`config.mk`:
```
export PLATFORM = sky130hd
export DESIGN_NAME = mac_array_seq
export DESIGN_NICKNAME = d
export VERILOG_FILES = /design/src/rtl/mac_array_pkg.sv /design/src/rtl/mac_array_seq_inst_skew.sv /design/src/rtl/mac_array_seq.sv
export SDC_FILE = /design/constraint.sdc
export NUM_CORES = 1
export LEC_CHECK = 0
export CORE_AREA = 2 2 457 459
export CTS_CLUSTER_SIZE = 10
export DETAILED_ROUTE_END_ITERATION = 6
export DIE_AREA = 0 0 459 461
export SLEW_MARGIN = 20
export SYNTH_ARGS = -nofsm -noshare
export SYNTH_HDL_FRONTEND = slang
export SYNTH_HIERARCHICAL = 1
export SYNTH_SLANG_ARGS = --single-unit
```
`constraint.sdc`:
```
create_clock -name clk -period 2.2 [get_ports clk]
set_input_delay 0.22 -clock clk [delete_from_list [all_inputs] [get_ports clk]]
set_output_delay 0.22 -clock clk [all_outputs]
set_load 0.1 [all_outputs]
```
`src/rtl/mac_array_pkg.sv`:
```
// Shared definitions for the MAC array sequencer: instruction codes, FSM states
// and phase-counter sizing.
package mac_array_pkg;

  localparam logic [1:0] INST_IDLE = 2'b00;
  localparam logic [1:0] INST_LOAD = 2'b01;
  localparam logic [1:0] INST_EXEC = 2'b10;

  typedef enum logic [2:0] {
    S_IDLE,
    S_CLR,
    S_LOAD,
    S_EXEC,
    S_FLUSH,
    S_DRAIN,
    S_DONE
  } seq_state_t;

  // Wide enough for k_len and for the ROW+COL-1 flush count, plus one spare bit.
  function automatic int cnt_bw(input int klen_bw, input int row, input int col);
    int flush_bw;
    flush_bw = $clog2(row + col);
    return ((klen_bw > flush_bw) ? klen_bw : flush_bw) + 1;
  endfunction

  localparam int CNT_BW = cnt_bw(8, 8, 8);

endpackage

```
`src/rtl/mac_array_seq_inst_skew.sv`:
```
// ROW-deep 2-bit shift chain: row 0 is the base instruction, row r lags it by r cycles.
module inst_skew
  import mac_array_pkg::*;
#(
  parameter int ROW = 8
) (
  input  logic             clk,
  input  logic             rst_n,
  input  logic [1:0]       inst_i,
  output logic [2*ROW-1:0] inst_row_o
);

  logic [1:0] skew_q [1:ROW-1];

  // NOTE: the skew chain is reset so that no stale instruction leaks into the
  // array after an aborted pass; it is only ROW-1 entries, not a storage array.
  always_ff @(posedge clk or negedge rst_n) begin
    if (!rst_n) begin
      for (int r = 1; r < ROW; r++) skew_q[r] <= INST_IDLE;
    end else begin
      skew_q[1] <= inst_i;
      for (int r = 2; r < ROW; r++) skew_q[r] <= skew_q[r-1];
    end
  end

  assign inst_row_o[1:0] = inst_i;

  for (genvar g = 1; g < ROW; g++) begin : g_row
    assign inst_row_o[2*g+1:2*g] = skew_q[g];
  end

endmodule

```
`src/rtl/mac_array_seq.sv`:
```
// Sequencer for a ROW x COL MAC array (WS and OS passes, OS result drain).
// Optional busy-cycle counter enabled by defining MAC_ARRAY_SEQ_PERF_EN.
module mac_array_seq
  import mac_array_pkg::*;
#(
  parameter int ROW     = 8,
  parameter int COL     = 8,
  parameter int PSUM_BW = 16,
  parameter int KLEN_BW = 8
) (
  input  logic                         clk,
  input  logic                         reset,
  input  logic                         start,
  input  logic                         mode,
  input  logic [KLEN_BW-1:0]           k_len,
  output logic                         busy,
  output logic                         done,
  output logic                         acc_clr,
  output logic [2*ROW-1:0]             inst_row,
  input  logic [PSUM_BW*COL*ROW-1:0]   os_in,
  output logic [PSUM_BW*COL-1:0]       drain_data,
  output logic [$clog2(ROW)-1:0]       drain_row,
  output logic                         drain_valid,
  input  logic                         drain_ready
`ifdef MAC_ARRAY_SEQ_PERF_EN
  ,
  output logic [31:0]                  perf_cycles
`endif
);

  localparam int RW = $clog2(ROW);
  localparam int CW = cnt_bw(KLEN_BW, ROW, COL);
  localparam int SW = PSUM_BW * COL;

  localparam logic [CW-1:0] LOAD_LAST  = CW'(ROW - 1);
  localparam logic [CW-1:0] FLUSH_LAST = CW'(ROW + COL - 2);
  localparam logic [RW-1:0] ROW_LAST   = RW'(ROW - 1);

  seq_state_t         state_q, state_d;
  logic               mode_q, mode_d;
  logic [KLEN_BW-1:0] klen_q, klen_d;
  logic [CW-1:0]      cnt_q, cnt_d;
  logic [RW-1:0]      drain_row_q, drain_row_d;
  logic [1:0]         inst_base;

  logic [CW-1:0] exec_last;
  logic          klen_zero;

  assign klen_zero = (klen_q == '0);
  assign exec_last = CW'(klen_q) - CW'(1);

  // NOTE: every state register uses non-blocking assignment so all of them
  // update together from the values seen before the edge.
  always_ff @(posedge clk or negedge reset) begin
    if (!reset) begin
      state_q     <= S_IDLE;
      mode_q      <= 1'b0;
      klen_q      <= '0;
      cnt_q       <= '0;
      drain_row_q <= '0;
    end else begin
      state_q     <= state_d;
      mode_q      <= mode_d;
      klen_q      <= klen_d;
      cnt_q       <= cnt_d;
      drain_row_q <= drain_row_d;
    end
  end

  // NOTE: each variable gets a default before the case so no path leaves it
  // unassigned, which would infer a latch.
  always_comb begin
    state_d     = state_q;
    mode_d      = mode_q;
    klen_d      = klen_q;
    cnt_d       = cnt_q + CW'(1);
    drain_row_d = drain_row_q;
    unique case (state_q)
      S_IDLE: begin
        cnt_d = '0;
        if (start) begin
          mode_d      = mode;
          klen_d      = k_len;
          drain_row_d = '0;
          state_d     = mode ? S_CLR : S_LOAD;
        end
      end
      S_CLR: begin
        cnt_d   = '0;
        state_d = klen_zero ? S_FLUSH : S_EXEC;
      end
      S_LOAD: begin
        if (cnt_q == LOAD_LAST) begin
          cnt_d   = '0;
          state_d = klen_zero ? S_FLUSH : S_EXEC;
        end
      end
      S_EXEC: begin
        if (cnt_q == exec_last) begin
          cnt_d   = '0;
          state_d = S_FLUSH;
        end
      end
      S_FLUSH: begin
        if (cnt_q == FLUSH_LAST) begin
          cnt_d   = '0;
          state_d = mode_q ? S_DRAIN : S_DONE;
        end
      end
      S_DRAIN: begin
        cnt_d = '0;
        if (drain_ready) begin
          if (drain_row_q == ROW_LAST) begin
            drain_row_d = '0;
            state_d     = S_DONE;
          end else begin
            drain_row_d = drain_row_q + RW'(1);
          end
        end
      end
      S_DONE: begin
        cnt_d   = '0;
        state_d = S_IDLE;
      end
      default: begin
        cnt_d   = '0;
        state_d = S_IDLE;
      end
    endcase
  end

  always_comb begin
    inst_base = INST_IDLE;
    if (state_q == S_LOAD) inst_base = INST_LOAD;
    if (state_q == S_EXEC) inst_base = INST_EXEC;
  end

  assign busy        = (state_q != S_IDLE);
  assign done        = (state_q == S_DONE);
  assign acc_clr     = (state_q == S_CLR);
  assign drain_valid = (state_q == S_DRAIN);
  assign drain_row   = drain_row_q;

  inst_skew #(.ROW(ROW)) u_inst_skew (
    .clk        (clk),
    .rst_n      (reset),
    .inst_i     (inst_base),
    .inst_row_o (inst_row)
  );

  logic [SW-1:0] os_rows [ROW];
  for (genvar g = 0; g < ROW; g++) begin : g_os_row
    assign os_rows[g] = os_in[g*SW +: SW];
  end
  assign drain_data = os_rows[drain_row_q];

`ifdef MAC_ARRAY_SEQ_PERF_EN
  logic [31:0] perf_q;

  // Restarts with every accepted pass and sticks at all-ones instead of wrapping.
  always_ff @(posedge clk or negedge reset) begin
    if (!reset) begin
      perf_q <= '0;
    end else if (state_q == S_IDLE && start) begin
      perf_q <= '0;
    end else if (busy && perf_q != '1) begin
      perf_q <= perf_q + 32'd1;
    end
  end

  assign perf_cycles = perf_q;
`else
  // Busy-cycle counter not built in this configuration.
`endif

endmodule

```
---- Word-level counts from Yosys, hierarchy flattened ----
Cells that the tools add are included.
word-level totals
  flip-flop bits (word level) ............. 38
  bits of input ports ..................... 1,037
  output and inout port bits .............. 151
  logic and storage cells ................. 63
cells by class
  add/subtract/negate cells ............... 3
  magnitude comparators ................... 1
  eq/ne operators ......................... 16
  mux-type cells .......................... 23
  bitwise operators ....................... 1
  reduce and logical (&&, ||, !) cells .... 7
operators with widths
  operator               number
  $bmux W128 S3          1
  $mux W128              2
  $mux W3                10
  $mux W9                3
  $pmux W9 S3            1
  $pmux W3 S6            1
  $eq A3 B3 Y1 const B   4
  $add A9 B1 Y9 const B  1
  $eq A9 B3 Y1 const B   1
  $eq A9 B4 Y1 const B   1
  $eq A9 B9 Y1           1
  $sub A8 B1 Y9 const B  1
  $logic_not A8 Y1       1
  $ne A2 B2 Y1 const B   4
  $eq A3 B2 Y1 const B   2
  $mux W2                3
  $pmux W3 S2            1
  $reduce_and A6 Y1      1
  $ge A4 B4 Y1 const B   1
  $ne A2 B1 Y1 const B   2
  $not A3 Y4             1
  $add A3 B1 Y3 const B  1
  $eq A3 B1 Y1 const B   1
  $logic_not A3 Y1       1
  other kinds (5)        5

---- Longest topological paths before layout ----
Gate-level depths: netlist of run 1.
  depth after elaboration ................. 4
  depth in mapped cells ................... 8
  gate-level depth less buffers ........... 8

---- Modules after synthesis ----
Netlist of run 1, hierarchy kept.
modules (own cells, without submodules)
  module         instances  cells an instance  area each (sq um)  seq. area each (sq um)
  mac_array_seq  1          628                9,046.2            600.6
  inst_skew      1          16                 365.4              350.3

---- Worst setup path before layout of run 1 ----
OpenSTA, ideal clock, no wires.
  path kind ............................... flip-flop to output port
  from .................................... reg drain_row_q[0], in the netlist drain_row[0]
  to ...................................... out drain_data[109]
  arrival time ............................ 2.796 ns
  required time ........................... 1.980 ns
  setup slack ............................. -0.816 ns
  stages on the path, launching flop included .. 6
  path buffers ............................ 3
  cells stage by stage .................... dfrtp_1 clkbuf_1 buf_2 buf_2 mux4_2 mux2_2
on the way
  longest elaborated chain between the ends .. 4
RTL lines
  item                                           RTL line              text
  from (decl)                                    mac_array_seq.sv:43   logic [RW-1:0] drain_row_q, drain_row_d;
  from (signal assigned)                         mac_array_seq.sv:66   drain_row_q <= drain_row_d;
  $not A3 Y4 (implied by the code)               mac_array_seq.sv:155  assign drain_data = os_rows[drain_row_q];
  $bmux W128 S3                                  mac_array_seq.sv:155
  $mux W128 (implied by the code) (2 in series)  mac_array_seq.sv:155
  to (decl)                                      mac_array_seq.sv:21   output logic [PSUM_BW*COL-1:0] drain_data,
Every way passes these cells. The select of a mux whose other input is x is not followed.

---- Worst setup path in the final report of run 1 ----
  from .................................... reg drain_row_q[0], in the netlist drain_row[0]
  to ...................................... out drain_data[0]
The elaborated chain is that of the path after synthesis.

==> metrics.txt, run 1 <==
status complete, but fails checks; violated checks negative setup slack; CTS Buf Count 5; cell count after synthesis 644; Avg Synthesized Cell Area 14.61 sq um; first-pass GRT wire length 250500 um; Filler cells 23010; Post-Route Setup TNS -43520 ps; dpl hpwl 207000 um; initial DRC count 1841; CP startpoint kind flop; yosys warns 6; PwrDens 1315 nW/um^2; max cap viols 0; Lkg Pwr 9.686 nW; Cell Rows 167; Critical Path AT 2430 ps; Seq/Total Area, Yosys 10.10%; I/O Buffers 1187; Slew HR 35.81%; drt wl/cell 46.81 um; DRC viols 0; crit end category output port; design area 29040 sq um; vias in the first global route 14460; clock-pin slew on the worst setup and hold paths 60 ps; GPL Wtd Cong 1.060; Final Power 38.19 mW; Unique masters post-synth 41; worst hold path class in -> async; Die Wd 459 um; crit share post-route 120.5%; clock skew 4.523 ps; DIE AREA 211600 sq um; most common cell after layout, fill and taps aside clkdlybuf4s50_1; cts hold-fix bufs 0; core area 206400 sq um; drt first pass iters 5; highest clock rate 377.2 MHz; Max Slew Vio Count 0; initial antenna violation count 472; routed wl met3 42910 um; GRT Residual Overflow 0; Root Buffer clkbuf_16; final setup vio count 128; synth top area cells mux4_2, mux2_2, dfrtp_1, clkbuf_1, buf_2; CTS sink cnt 38; asr flop ratio synth 100.0%; worst slew pin tran 962.8 ps; internal power 17.61 mW; vias per cell 3.391; Yosys reg bits 38; Initial Util 4.559%; Logic pwr share 93.9%; final wirelength 221700 um; commonest non-fill, non-tap cells in the layout clkdlybuf4s50_1, mux4_2, buf_12; pin count of the biggest net entering global routing 39; Synth area leader mux4_2; critical path class reg -> out; RSZ-0062 raised after global routing yes; Hold WS 66.35 ps; Post-layout nets 2944; Synth Cell Area 9412 sq um; met1 wire length 70790 um; Skew-Pair Late Insertion Delay 290 ps; EDFF count, synth 0; placed insts 4528; final setup margin -451.0 ps; Die H 461 um; Post-Place Cell Area 26940 sq um; # H-tree levels 2; layout cell share with drive strength beyond 1 37.78%; sequential power share 3.5%; fin crit period 2651 ps; total track usage 19.90%; CTS tree yes; IO Count 1188; via count 16060; clock power share 2.6%; syn nets 1686; Peak VDD IR 0.7808 mV; Clock Path Buffers 2; Finished Layout Cells 4735; Worst Path Max Fanout 7; main flop type after synthesis dfrtp_1; WL met2 98470 um; Place WS -236.7 ps; Layout area overhead 208.6%; Top Layer Used met5; NetSw 20.59 mW; Post-Route Utilization 14.07%; antenna-violating nets left 0; WP data required 1980 ps; final hold violations 0; top cell type's share of synthesized area 61.26%; Net Sw Frac 53.91%
[critical path: stages (launching register included)]
cell     delay (ps)
dfrtp_4         500
buf_12          160
buf_16          150
buf_12          160
buf_12          130
mux4_2          510
mux2_4          310
buf_12          170
[repair_timing]
action,CTS,global route
buffers inserted,39,20
cloned,12,5
setup endpoints to repair,139,137
resized for setup,97,51
pin swaps,5,11
[layer usage]
metal  vias to the layer above  GRT usage (%)
li1                       5579              -
met1                      7536          19.06
met2                      1741          31.00
met3                       814          17.83
met4                       388          5.400
met5                         -          1.883
[sequential cells by signal, indices dropped and copies added, names as in the netlist]
register / count
mode_q: 1
u_inst_skew/inst_row_o: 14
klen_q: 8
state_q: 3
cnt_q: 9
drain_row: 3
[cells in the mapped netlist, types with 6 or more instances]
cell      count
nand2_1      19
xnor2_1       9
buf_2        24
mux4_2      256
dfrtp_1      38
nand3_1       8
buf_1         9
inv_1         6
o21ai_0       6
nor3_1        8
mux2_2      134
clkbuf_1     45
nor2_1       19
xor2_1        9
[area by class of cell]
type                       count  area (sq um)  share of cell area, %
antenna                      128         320.3                  1.103
clock buffer                   5         125.1                 0.4308
clock inverter                 3         68.82                 0.2370
inverter                       6         22.52                0.07755
multi-input combinational    521          8680                  29.89
sequential                    38         964.7                  3.322
tap                         2704          3383                  11.65
timing repair buffer        1330         15480                  53.29
[kinds of logic (layout without fill, tap and decap cells)]
kind of cell,Yosys count,after routing,share of synthesized area [%]
AO/OA/AOI/OAI,31,32,2.327
XOR/XNOR,18,18,1.675
adder cells (fa/ha/maj),5,5,0.6647
buffers and inverters,86,1344,3.829
flip-flops,38,38,10.10
multiplexers,390,390,77.29
other,0,128,0
AND/OR/NAND/NOR,76,76,4.108
[path summary, 6_finish.rpt]
kind	from	end	slack, ps	cells after the start
max reg2reg	klen_q[0]	cnt_q[1]	10	8
min reg2reg	u_inst_skew/inst_row_o[9]	u_inst_skew/inst_row_o[11]	380	0
min	reset	klen_q[4]	70	1
min in group clk	u_inst_skew/inst_row_o[9]	u_inst_skew/inst_row_o[11]	380	0
max	drain_row[0]	drain_data[0]	-450	7
max in group asynchronous	reset	drain_row[1]	1410	1
[power by group through the flow]
stage               logic (mW)  clock network, mW  registers (mW)
finish                    35.9              0.990            1.34
global route              36.8               1.05            1.39
CTS                       35.4               1.04            1.33
detailed placement        32.8                  0            1.38
global placement          32.7                  0            1.36
floorplan                 18.7                  0            2.04
No activity file was read; power rests on OpenSTA's default activity.
==> run 2: changes to the inputs <==
--- a/config.mk
+++ b/config.mk
@@ -5,10 +5,10 @@
 export SDC_FILE = /design/constraint.sdc
 export NUM_CORES = 1
 export LEC_CHECK = 0
-export CORE_AREA = 2 2 457 459
+export CORE_AREA = 3 3 458 460
 export CTS_CLUSTER_SIZE = 10
 export DETAILED_ROUTE_END_ITERATION = 6
-export DIE_AREA = 0 0 459 461
+export DIE_AREA = 0 0 461 463
 export SLEW_MARGIN = 20
 export SYNTH_ARGS = -nofsm -noshare
 export SYNTH_HDL_FRONTEND = slang
==> metrics.txt, run 2 (synthesized netlist as in run 1, its figures left out) <==
worst hold path class in -> async; CP startpoint kind flop; worst slew pin tran 887.6 ps; crit share post-route 119.4%; final setup margin -426.4 ps; RSZ-0062 raised after global routing yes; PwrDens 1304 nW/um^2; setup slack, reg-to-reg -90 ps; Layout area overhead 203.8%; Post-layout nets 2922; DIE AREA 213400 sq um; drt wl/cell 47.47 um; pin count of the biggest net entering global routing 47; Die H 463 um; initial antenna violation count 505; first-pass GRT wire length 256700 um; Post-Route Setup TNS -42040 ps; Skew-Pair Late Insertion Delay 290 ps; highest clock rate 380.8 MHz; Place WS -259.5 ps; CTS tree yes; CTS Buf Count 5; DRC viols 0; Root Buffer clkbuf_16; Lkg Pwr 9.410 nW; final wirelength 225500 um; antenna-violating nets left 2; Cell Rows 167; Die Wd 461 um; GRT Residual Overflow 0; vias in the first global route 14530; number of flip-flops in the largest register 14; worst r2r src klen_q[1]; Worst Path Max Fanout 8; via count 15860; drt first pass iters 5; cts hold-fix bufs 0; Critical Path AT 2410 ps; max cap viols 0; dpl hpwl 211900 um; most common cell after layout, fill and taps aside clkdlybuf4s50_1; commonest non-fill, non-tap cells in the layout clkdlybuf4s50_1, mux4_2, buf_12; critical path class reg -> out; Clock Path Buffers 2; layout cell share with drive strength beyond 1 36.58%; clock-pin slew on the worst setup and hold paths 60 ps; vias per cell 3.339; reg2reg end cnt_q[5]; IO Count 1188; Filler cells 23080; total track usage 20.15%; fin crit period 2626 ps; final setup vio count 138; GPL Wtd Cong 1.140; Initial Util 4.559%; Post-Route Utilization 13.85%; Hold WS 44.29 ps; I/O Buffers 1187; violated checks antenna violations, negative setup slack; core area 206400 sq um; final hold violations 0; initial DRC count 1620; # H-tree levels 2; R2R cell count 9; Slew HR 40.83%; CTS sink cnt 38; Peak VDD IR 0.8559 mV; crit end category output port; WP data required 1980 ps; Max Slew Vio Count 0; clock skew 3.086 ps; status complete, but fails checks; Final Power 37.28 mW
==> run 2: changes by cell type in the layout (fill, tap and decap cells not counted), sizes merged <==
cell	delta
clkbuf	-3
diode	+38
buf	-19
==> run 2: metrics by stage <==
| stage | cells | cell area (sq um) |
|---|---|---|
| 4_1_cts | 4572 | 27880 |
| 3_3_place_gp | 4530 | 26910 |
| 5_1_grt | 4651 | 28340 |
| 3_5_place_dp | 4530 | 26910 |
| 2_1_floorplan | 644 | 9786 |
| 6_report | 4751 | 28590 |
==> run 2: critical path, cell delays in order (launching register included) <==
cell and delay (ps):
dfrtp_4 430, buf_12 160, buf_16 180, buf_12 160, mux4_2 610, mux2_2 340
buf_12 170
==> run 2: worst max-delay path by stage <==
stage	start	end	slack, ps
floorplan	drain_row[0]	drain_data[27]	-400
global placement	drain_row[0]	drain_data[119]	-220
detailed placement	klen_q[0]	cnt_q[1]	-260
CTS	drain_row[0]	drain_data[119]	-440
global route	drain_row[0]	drain_data[69]	-470
finish	drain_row[0]	drain_data[69]	-430
==> run 2: what timing repair did <==
item / 4_1_cts / 5_1_grt
setup endpoints to repair: 139 / 140
setup buffers: 24 / 16
pin swaps: 4 / 14
cloned: 11 / 2
resized for setup: 58 / 55
==> run 2: layout make-up <==
| type | count | area (sq um) | area share (%) |
|---|---|---|---|
| tap | 2704 | 3383 | 11.83 |
| clock inverter | 3 | 68.82 | 0.2407 |
| multi-input combinational | 521 | 8584 | 30.03 |
| clock buffer | 5 | 125.1 | 0.4376 |
| inverter | 6 | 22.52 | 0.07877 |
| antenna | 166 | 415.4 | 1.453 |
| sequential | 38 | 963.4 | 3.370 |
| timing repair buffer | 1308 | 15030 | 52.56 |
==> run 2: layer usage <==
| metal | share of wire (%) | vias up | track usage, % | routed length, um |
|---|---|---|---|---|
| met4 | 3.6 | 258 | 5.465 | 8158 |
| met5 | 0.89 | - | 1.063 | 2014 |
| met3 | 19 | 758 | 16.85 | 41990 |
| met1 | 32 | 7475 | 19.76 | 72950 |
| li1 | - | 5582 | - | - |
| met2 | 45 | 1791 | 31.84 | 100400 |
==> run 2: power breakdown <==
| part | switching, mW | total [mW] | internal (mW) |
|---|---|---|---|
| Sequential | 0.357 | 1.32 | 0.962 |
| Combinational | 19.8 | 35.0 | 15.2 |
| Clock | 0.302 | 0.954 | 0.652 |
